File: config.mk
export PLATFORM = sky130hd
export DESIGN_NAME = sorteio_loteria
export DESIGN_NICKNAME = d
export VERILOG_FILES = /design/src/rtl/loteria_pkg.sv /design/src/rtl/sorteio_loteria_dec7seg.sv /design/src/rtl/sorteio_loteria.sv
export SDC_FILE = /design/constraint.sdc
export NUM_CORES = 1
export LEC_CHECK = 0
export BUFFER_PORTS_ARGS = -buffer_cell sky130_fd_sc_hd__buf_2
export CORE_ASPECT_RATIO = 0.75
export CORE_MARGIN = 3
export CORE_UTILIZATION = 50
export CTS_BUF_LIST = sky130_fd_sc_hd__clkbuf_16
export CTS_CLUSTER_DIAMETER = 40
export DETAILED_ROUTE_END_ITERATION = 12
export PLACE_DENSITY = 0.71
export SYNTH_ARGS = -nofsm -noshare
export SYNTH_HDL_FRONTEND = slang
export SYNTH_SLANG_ARGS = --single-unit
File: constraint.sdc
create_clock -name clk -period 1.8 [get_ports clk]
set_input_delay 0.18 -clock clk [delete_from_list [all_inputs] [get_ports clk]]
set_output_delay 0.18 -clock clk [all_outputs]
set_load 0.1 [all_outputs]
File: src/rtl/loteria_pkg.sv
// rtl/loteria_pkg.sv - shared types and 7-segment constants for the lottery draw and checker
package loteria_pkg;

  typedef enum logic [2:0] {
    ST_IDLE,
    ST_DRAW,
    ST_EMIT,
    ST_GAP,
    ST_FIN,
    ST_DONE
  } state_t;

  localparam int N_MAX_DIGITS = 8;

  localparam logic [6:0] SEG_DASH  = 7'b0111111;
  localparam logic [6:0] SEG_BLANK = 7'b1111111;

  // Active-low, bit order gfedcba
  localparam logic [6:0] SEG_0 = 7'b1000000;
  localparam logic [6:0] SEG_1 = 7'b1111001;
  localparam logic [6:0] SEG_2 = 7'b0100100;
  localparam logic [6:0] SEG_3 = 7'b0110000;
  localparam logic [6:0] SEG_4 = 7'b0011001;
  localparam logic [6:0] SEG_5 = 7'b0010010;
  localparam logic [6:0] SEG_6 = 7'b0000010;
  localparam logic [6:0] SEG_7 = 7'b1111000;
  localparam logic [6:0] SEG_8 = 7'b0000000;
  localparam logic [6:0] SEG_9 = 7'b0010000;

  function automatic logic [6:0] seg_of_digit(input logic [3:0] v);
    logic [6:0] s;
    case (v)
      4'd0:    s = SEG_0;
      4'd1:    s = SEG_1;
      4'd2:    s = SEG_2;
      4'd3:    s = SEG_3;
      4'd4:    s = SEG_4;
      4'd5:    s = SEG_5;
      4'd6:    s = SEG_6;
      4'd7:    s = SEG_7;
      4'd8:    s = SEG_8;
      4'd9:    s = SEG_9;
      default: s = SEG_DASH;
    endcase
    return s;
  endfunction

endpackage

File: src/rtl/sorteio_loteria_dec7seg.sv
// rtl/sorteio_loteria_dec7seg.sv - digit to active-low segments, dash while not yet revealed
module dec7seg
  import loteria_pkg::*;
(
  input  logic [3:0] digit,
  input  logic       show,
  output logic [6:0] seg
);

  always_comb begin
    seg = SEG_DASH;
    if (show) seg = seg_of_digit(digit);
  end

endmodule

File: src/rtl/sorteio_loteria.sv
// rtl/sorteio_loteria.sv - LFSR lottery draw, strobed digit transmitter and per-digit reveal
module sorteio_loteria
  import loteria_pkg::*;
#(
  parameter int          N_DIGITS   = 5,
  parameter int          GAP_CYCLES = 4,
  parameter logic [15:0] LFSR_SEED  = 16'hACE1,
  parameter logic [15:0] LFSR_TAPS  = 16'hB400
) (
  input  logic       clk,
  input  logic       reset,
  input  logic       start,
  output logic [3:0] num,
  output logic       insert,
  output logic       finish,
  output logic       busy,
  output logic       done,
  output logic [6:0] HEX0,
  output logic [6:0] HEX1,
  output logic [6:0] HEX2,
  output logic [6:0] HEX3,
  output logic [6:0] HEX4
);

  localparam int IDX_W = $clog2(N_DIGITS + 1);
  localparam int CNT_W = $clog2(GAP_CYCLES + 1);

  state_t            state, state_next;
  logic [15:0]       lfsr;
  logic [3:0]        d [N_DIGITS];
  logic [N_DIGITS-1:0] rev;
  logic [IDX_W-1:0]  idx;
  logic [CNT_W-1:0]  gap_cnt;
  logic              accept;
  logic [6:0]        hex_w [5];

  assign accept = (lfsr[3:0] <= 4'd9);

  always_ff @(posedge clk) begin
    if (reset) begin
      state   <= ST_IDLE;
      lfsr    <= LFSR_SEED;
      num     <= '0;
      rev     <= '0;
      idx     <= '0;
      gap_cnt <= '0;
      for (int i = 0; i < N_DIGITS; i++) d[i] <= '0;
    end else begin
      state <= state_next;
      lfsr  <= (lfsr >> 1) ^ (lfsr[0] ? LFSR_TAPS : 16'h0000);
      case (state)
        ST_IDLE, ST_DONE: begin
          if (start) begin
            rev <= '0;
            idx <= '0;
          end
        end
        // Reveal bit and num are loaded on acceptance so the HEX and num
        // are already valid during the EMIT cycle that carries insert.
        ST_DRAW: begin
          if (accept) begin
            d[idx]   <= lfsr[3:0];
            num      <= lfsr[3:0];
            rev[idx] <= 1'b1;
          end
        end
        ST_EMIT: begin
          idx     <= idx + IDX_W'(1);
          gap_cnt <= CNT_W'(GAP_CYCLES);
        end
        ST_GAP:  gap_cnt <= gap_cnt - CNT_W'(1);
        default: ;
      endcase
    end
  end

  always_comb begin
    state_next = state;
    insert     = 1'b0;
    finish     = 1'b0;
    busy       = 1'b0;
    done       = 1'b0;
    case (state)
      ST_IDLE: if (start) state_next = ST_DRAW;
      ST_DRAW: begin
        busy = 1'b1;
        if (accept) state_next = ST_EMIT;
      end
      ST_EMIT: begin
        busy       = 1'b1;
        insert     = 1'b1;
        state_next = ST_GAP;
      end
      ST_GAP: begin
        busy = 1'b1;
        if (gap_cnt == CNT_W'(1))
          state_next = (idx == IDX_W'(N_DIGITS)) ? ST_FIN : ST_DRAW;
      end
      ST_FIN: begin
        busy       = 1'b1;
        finish     = 1'b1;
        state_next = ST_DONE;
      end
      ST_DONE: begin
        done = 1'b1;
        if (start) state_next = ST_DRAW;
      end
      default: state_next = ST_IDLE;
    endcase
  end

  for (genvar k = 0; k < 5; k++) begin : g_hex
    if (k < N_DIGITS) begin : g_used
      dec7seg u_dec (
        .digit (d[k]),
        .show  (rev[k]),
        .seg   (hex_w[k])
      );
    end else begin : g_unused
      assign hex_w[k] = SEG_BLANK;
    end
  end

  assign HEX0 = hex_w[0];
  assign HEX1 = hex_w[1];
  assign HEX2 = hex_w[2];
  assign HEX3 = hex_w[3];
  assign HEX4 = hex_w[4];

endmodule
==> run summary <==
- register — Worst setup SP type
- 1281 µm² — area of all sequential standard cells
- 0 — DRC errors left
- 38.54% — sequential cell area fraction in the yosys report
- 84.31% — final core utilization
- 105.1% — final critical-path share of the clock period
- 0 — number of hold violations in the final report
- 0.004455 W — final total power
- 2822 — number of global-route vias before repair
- 0 — leftover overflow at the end of global routing
- 35.25% — met2 Track Usage GR
- 49.46% — layout cells sized above 1
- 54 — CTS sink cnt
- 0 — number of antenna violations at the first check in global routing
- sky130_fd_sc_hd__a21oi_1 — count leader, synth
- 6381 µm² — area of the core region
- 387 — number of cells produced by synthesis
- 2.057 nW — Leak Pwr
- reset — hold wc startpoint
- 0 — Routed Antenna Nets
- d[3][1] — Critical R2R Capture
- 3.568% — global-route track usage on met3
- 5 — number of buffers created by CTS
- 290 ps — insertion delay of the later-clocked pin in the worst-skew pair
- primary output — Worst Setup End Kind
- 419 — Post-Syn Nets
- -92.53 ps — worst path setup slack after routing
- 20 — EDFF count, synth
- idx[2] — startpoint of the worst-slack reg-to-reg timing path
- 2 — H-tree lvl count
- 828.1 nW/µm² — Pwr per Cell Area
- true — unrepaired setup endpoints after global routing
- 130 ps — worst setup slack for register-to-register paths
- 27 — pin count of the biggest net entering global routing
- met2 — peak-usage layer in the global routing report
- 70 ps — Clock transition at path regs
- 3 — cell count of the worst hold path
- negative setup slack — violations in the final reports
- done — TritonCTS clock tree
- 0 — max-slew violations
- primary input to register — Worst Hold Class
- 297.9 ps — worst hold slack
- 60.30% — Relative slew margins
- 0 — total of hold buffers inserted after clock tree synthesis
- 3014 — via count
- 54 — FF+latch count, synth
- sky130_fd_sc_hd__clkbuf_16 — clock tree root driver cell
- 1620 ps — required time of the critical path
- 3 — Worst Reg2Reg Path Length in Cells
- 0% — Post-synth ARST share
- lfsr[13] — endpoint with the worst hold slack
- 8.590 µm² — mean instance size in the synthesized netlist
- 52.10% — Initial Utilization
- 0 — diodes inserted
- 16.99 µm — average wire length per cell after detail routing
- 546 — count of placed standard cells in the final layout, fillers left out
- 46 — IO Pins
- 2 — clock buffer depth
- 5.520 — Avg Vias per Cell
- 0 — reported max-cap violation count
- 2 — largest fanout on the critical path
- 9277 µm — WL final
- 528.4 MHz — Fmax
- 307 — fill cell total of the finished layout
- register to primary output — class of the most critical setup path
- 4 — number of detailed-route iterations in the first pass
- 6.709 ps — Post-Route Skew
- 5341 µm — HPWL after detailed placement
- 26.78% — met1 track demand over resource
- 20.55% — global-route total usage across every layer
- 13060 µm — global-route wire length before repair
- 3324 µm² — combined area of all synthesized cells
- -739.1 ps — summed negative setup slack over all endpoints
- 100.2 µm — die width
- 0 — Warnings, synthesis
- 2556 µm² — area used by multi-input combinational logic
- sky130_fd_sc_hd__dfxtp_1 — leading register cell type out of synthesis
- 225 — initial drt markers
- 61.84% — Area Growth Syn to Fin
- 0.8176 — GP Congestion
- 18 — number of failing setup endpoints in the final timing report
- 7673 µm² — full die area
- finished with violations — status
- 51 — post-synthesis cell type count
- sky130_fd_sc_hd__dfxtp_1 20%, sky130_fd_sc_hd__edfxtp_1 18%, sky130_fd_sc_hd__ha_1 11% — cells taking the most area after synthesis
- 42 x sky130_fd_sc_hd__a21oi_1, 34 x sky130_fd_sc_hd__dfxtp_1, 34 x sky130_fd_sc_hd__o21ai_0, 32 x sky130_fd_sc_hd__nor2_1, 30 x sky130_fd_sc_hd__nand2_1 — commonest cells in the synthesized netlist
- sky130_fd_sc_hd__dfxtp_1 — largest area contributor in the synthesized netlist
- 20.47% — top cell type's share of synthesized area
- 524 — cell count after placement
- 594.7 ps — Worst Tran Pin Value
- 76.62 µm — die height
- 1893 ps — final critical path time including I/O delays and setup
- 25 — Std-Cell Rows
- 496 — final-stage net count
- 1710 ps — Arrival @ worst endpoint
- 0.0008251 V — IR drop worst, VDD
- 45 — PortBufs
## stage by stage
| stage | setup WS (ps) | area [µm²] |
|---|---|---|
| 3_5_place_dp | 38.51 | 4564 |
| 4_1_cts | -22.73 | 5046 |
| 3_3_place_gp | 78.97 | 4564 |
| 2_1_floorplan | -458.3 | 3659 |
| 5_1_grt | -145.7 | 5380 |
| 6_report | -92.53 | 5380 |
## cells in the final DEF (no fill, tap or decap), types with 3 or more instances in the layout
master,Yosys,layout
sky130_fd_sc_hd__and2_2,0,3
sky130_fd_sc_hd__edfxtp_1,20,20
sky130_fd_sc_hd__or2_2,11,6
sky130_fd_sc_hd__a21oi_1,42,21
sky130_fd_sc_hd__nand2_2,1,5
sky130_fd_sc_hd__ha_2,0,7
sky130_fd_sc_hd__clkbuf_16,0,5
sky130_fd_sc_hd__buf_6,1,9
sky130_fd_sc_hd__buf_2,8,6
sky130_fd_sc_hd__dfxtp_1,34,34
sky130_fd_sc_hd__a21oi_4,0,7
sky130_fd_sc_hd__mux2i_1,4,4
sky130_fd_sc_hd__nor3_1,6,5
sky130_fd_sc_hd__xnor2_1,4,3
sky130_fd_sc_hd__a31oi_1,3,3
sky130_fd_sc_hd__ha_4,0,9
sky130_fd_sc_hd__nor2_1,32,27
sky130_fd_sc_hd__buf_12,0,38
sky130_fd_sc_hd__ha_1,29,13
sky130_fd_sc_hd__nand3_1,3,3
sky130_fd_sc_hd__and2_1,26,22
sky130_fd_sc_hd__buf_4,1,40
sky130_fd_sc_hd__nand2_1,30,24
sky130_fd_sc_hd__inv_1,20,8
sky130_fd_sc_hd__or2_4,0,5
sky130_fd_sc_hd__o21ai_4,0,23
sky130_fd_sc_hd__nor2b_1,9,9
sky130_fd_sc_hd__o21ai_0,34,10
sky130_fd_sc_hd__inv_2,0,11
sky130_fd_sc_hd__nor3b_4,1,4
sky130_fd_sc_hd__a21oi_2,1,15
sky130_fd_sc_hd__nand2b_1,12,8
sky130_fd_sc_hd__nand2b_4,0,4
sky130_fd_sc_hd__nor3b_2,1,3
sky130_fd_sc_hd__nor2_2,3,7
## repair_timing
action,in CTS,in global routing
gates cloned,0,0
setup buffers,6,8
resized for setup,82,62
endpoints found under the setup margin,18,34
endpoints found under the hold margin,0,0
pin swaps,12,19
## worst max-delay path by stage
stage,start,endpoint,cells after the start,slack (ps)
6_report,d[0][1],HEX0[3],7,-90
5_1_grt,d[0][1],HEX0[3],7,-150
4_1_cts,d[3][0],HEX3[3],5,-20
3_5_place_dp,d[4][0],HEX4[3],6,40
3_3_place_gp,d[0][0],HEX0[0],6,80
2_1_floorplan,d[1][2],HEX1[6],4,-460
## worst max-delay path, stage by stage, from the launching register on
cell and delay [ps]:
sky130_fd_sc_hd__edfxtp_1 390, sky130_fd_sc_hd__inv_2 70, sky130_fd_sc_hd__ha_2 190, sky130_fd_sc_hd__or2_4 240, sky130_fd_sc_hd__a21oi_2 150, sky130_fd_sc_hd__buf_6 140, sky130_fd_sc_hd__o21ai_4 60, sky130_fd_sc_hd__buf_12 200
## area by class of cell
type / count / area share [%]
Sequential cell: 54 / 23.81
Tap cell: 81 / 1.884
Inverter: 21 / 1.605
Timing Repair Buffer: 94 / 22.44
Clock buffer: 5 / 2.326
Multi-Input combinational cell: 288 / 47.51
Clock inverter: 3 / 0.4186
## where the power goes
part / switching (W) / internal [W] / total, W / leakage (nW)
registers: 0.000129 / 0.00137 / 0.00150 / 0.487
logic: 0.00125 / 0.000745 / 0.00199 / 1.50
clock network: 0.000442 / 0.000524 / 0.000965 / 0.0746
total: 0.00182 / 0.00264 / 0.00446 / 2.06
## sequential cells by signal, indices dropped and copies added, names as in the netlist
register  flops
d            20
state         3
lfsr         16
num           4
rev           5
idx           3
gap_cnt       3
## cells by family (layout without fill, tap and decap cells)
| logic type | Yosys count | after routing | share of synthesized area [%] |
|---|---|---|---|
| compound gates | 98 | 98 | 16.94 |
| xor+xnor | 5 | 5 | 1.317 |
| fa+ha+maj | 29 | 29 | 10.91 |
| buf+inv | 45 | 123 | 5.721 |
| flops | 54 | 54 | 38.54 |
| mux | 4 | 4 | 1.204 |
| simple gates | 152 | 152 | 25.37 |
## layer usage
layer  routed length [µm]  vias to the layer above  share of wire [%]
li1                     -                     1467                  -
met1                 4170                     1463                 45
met2                 4615                       68                 50
met3                  336                       16                3.6
met4                  155                        0                1.7
met5                    0                        -                  0
Note: power is estimated with default switching activity, not from simulation.
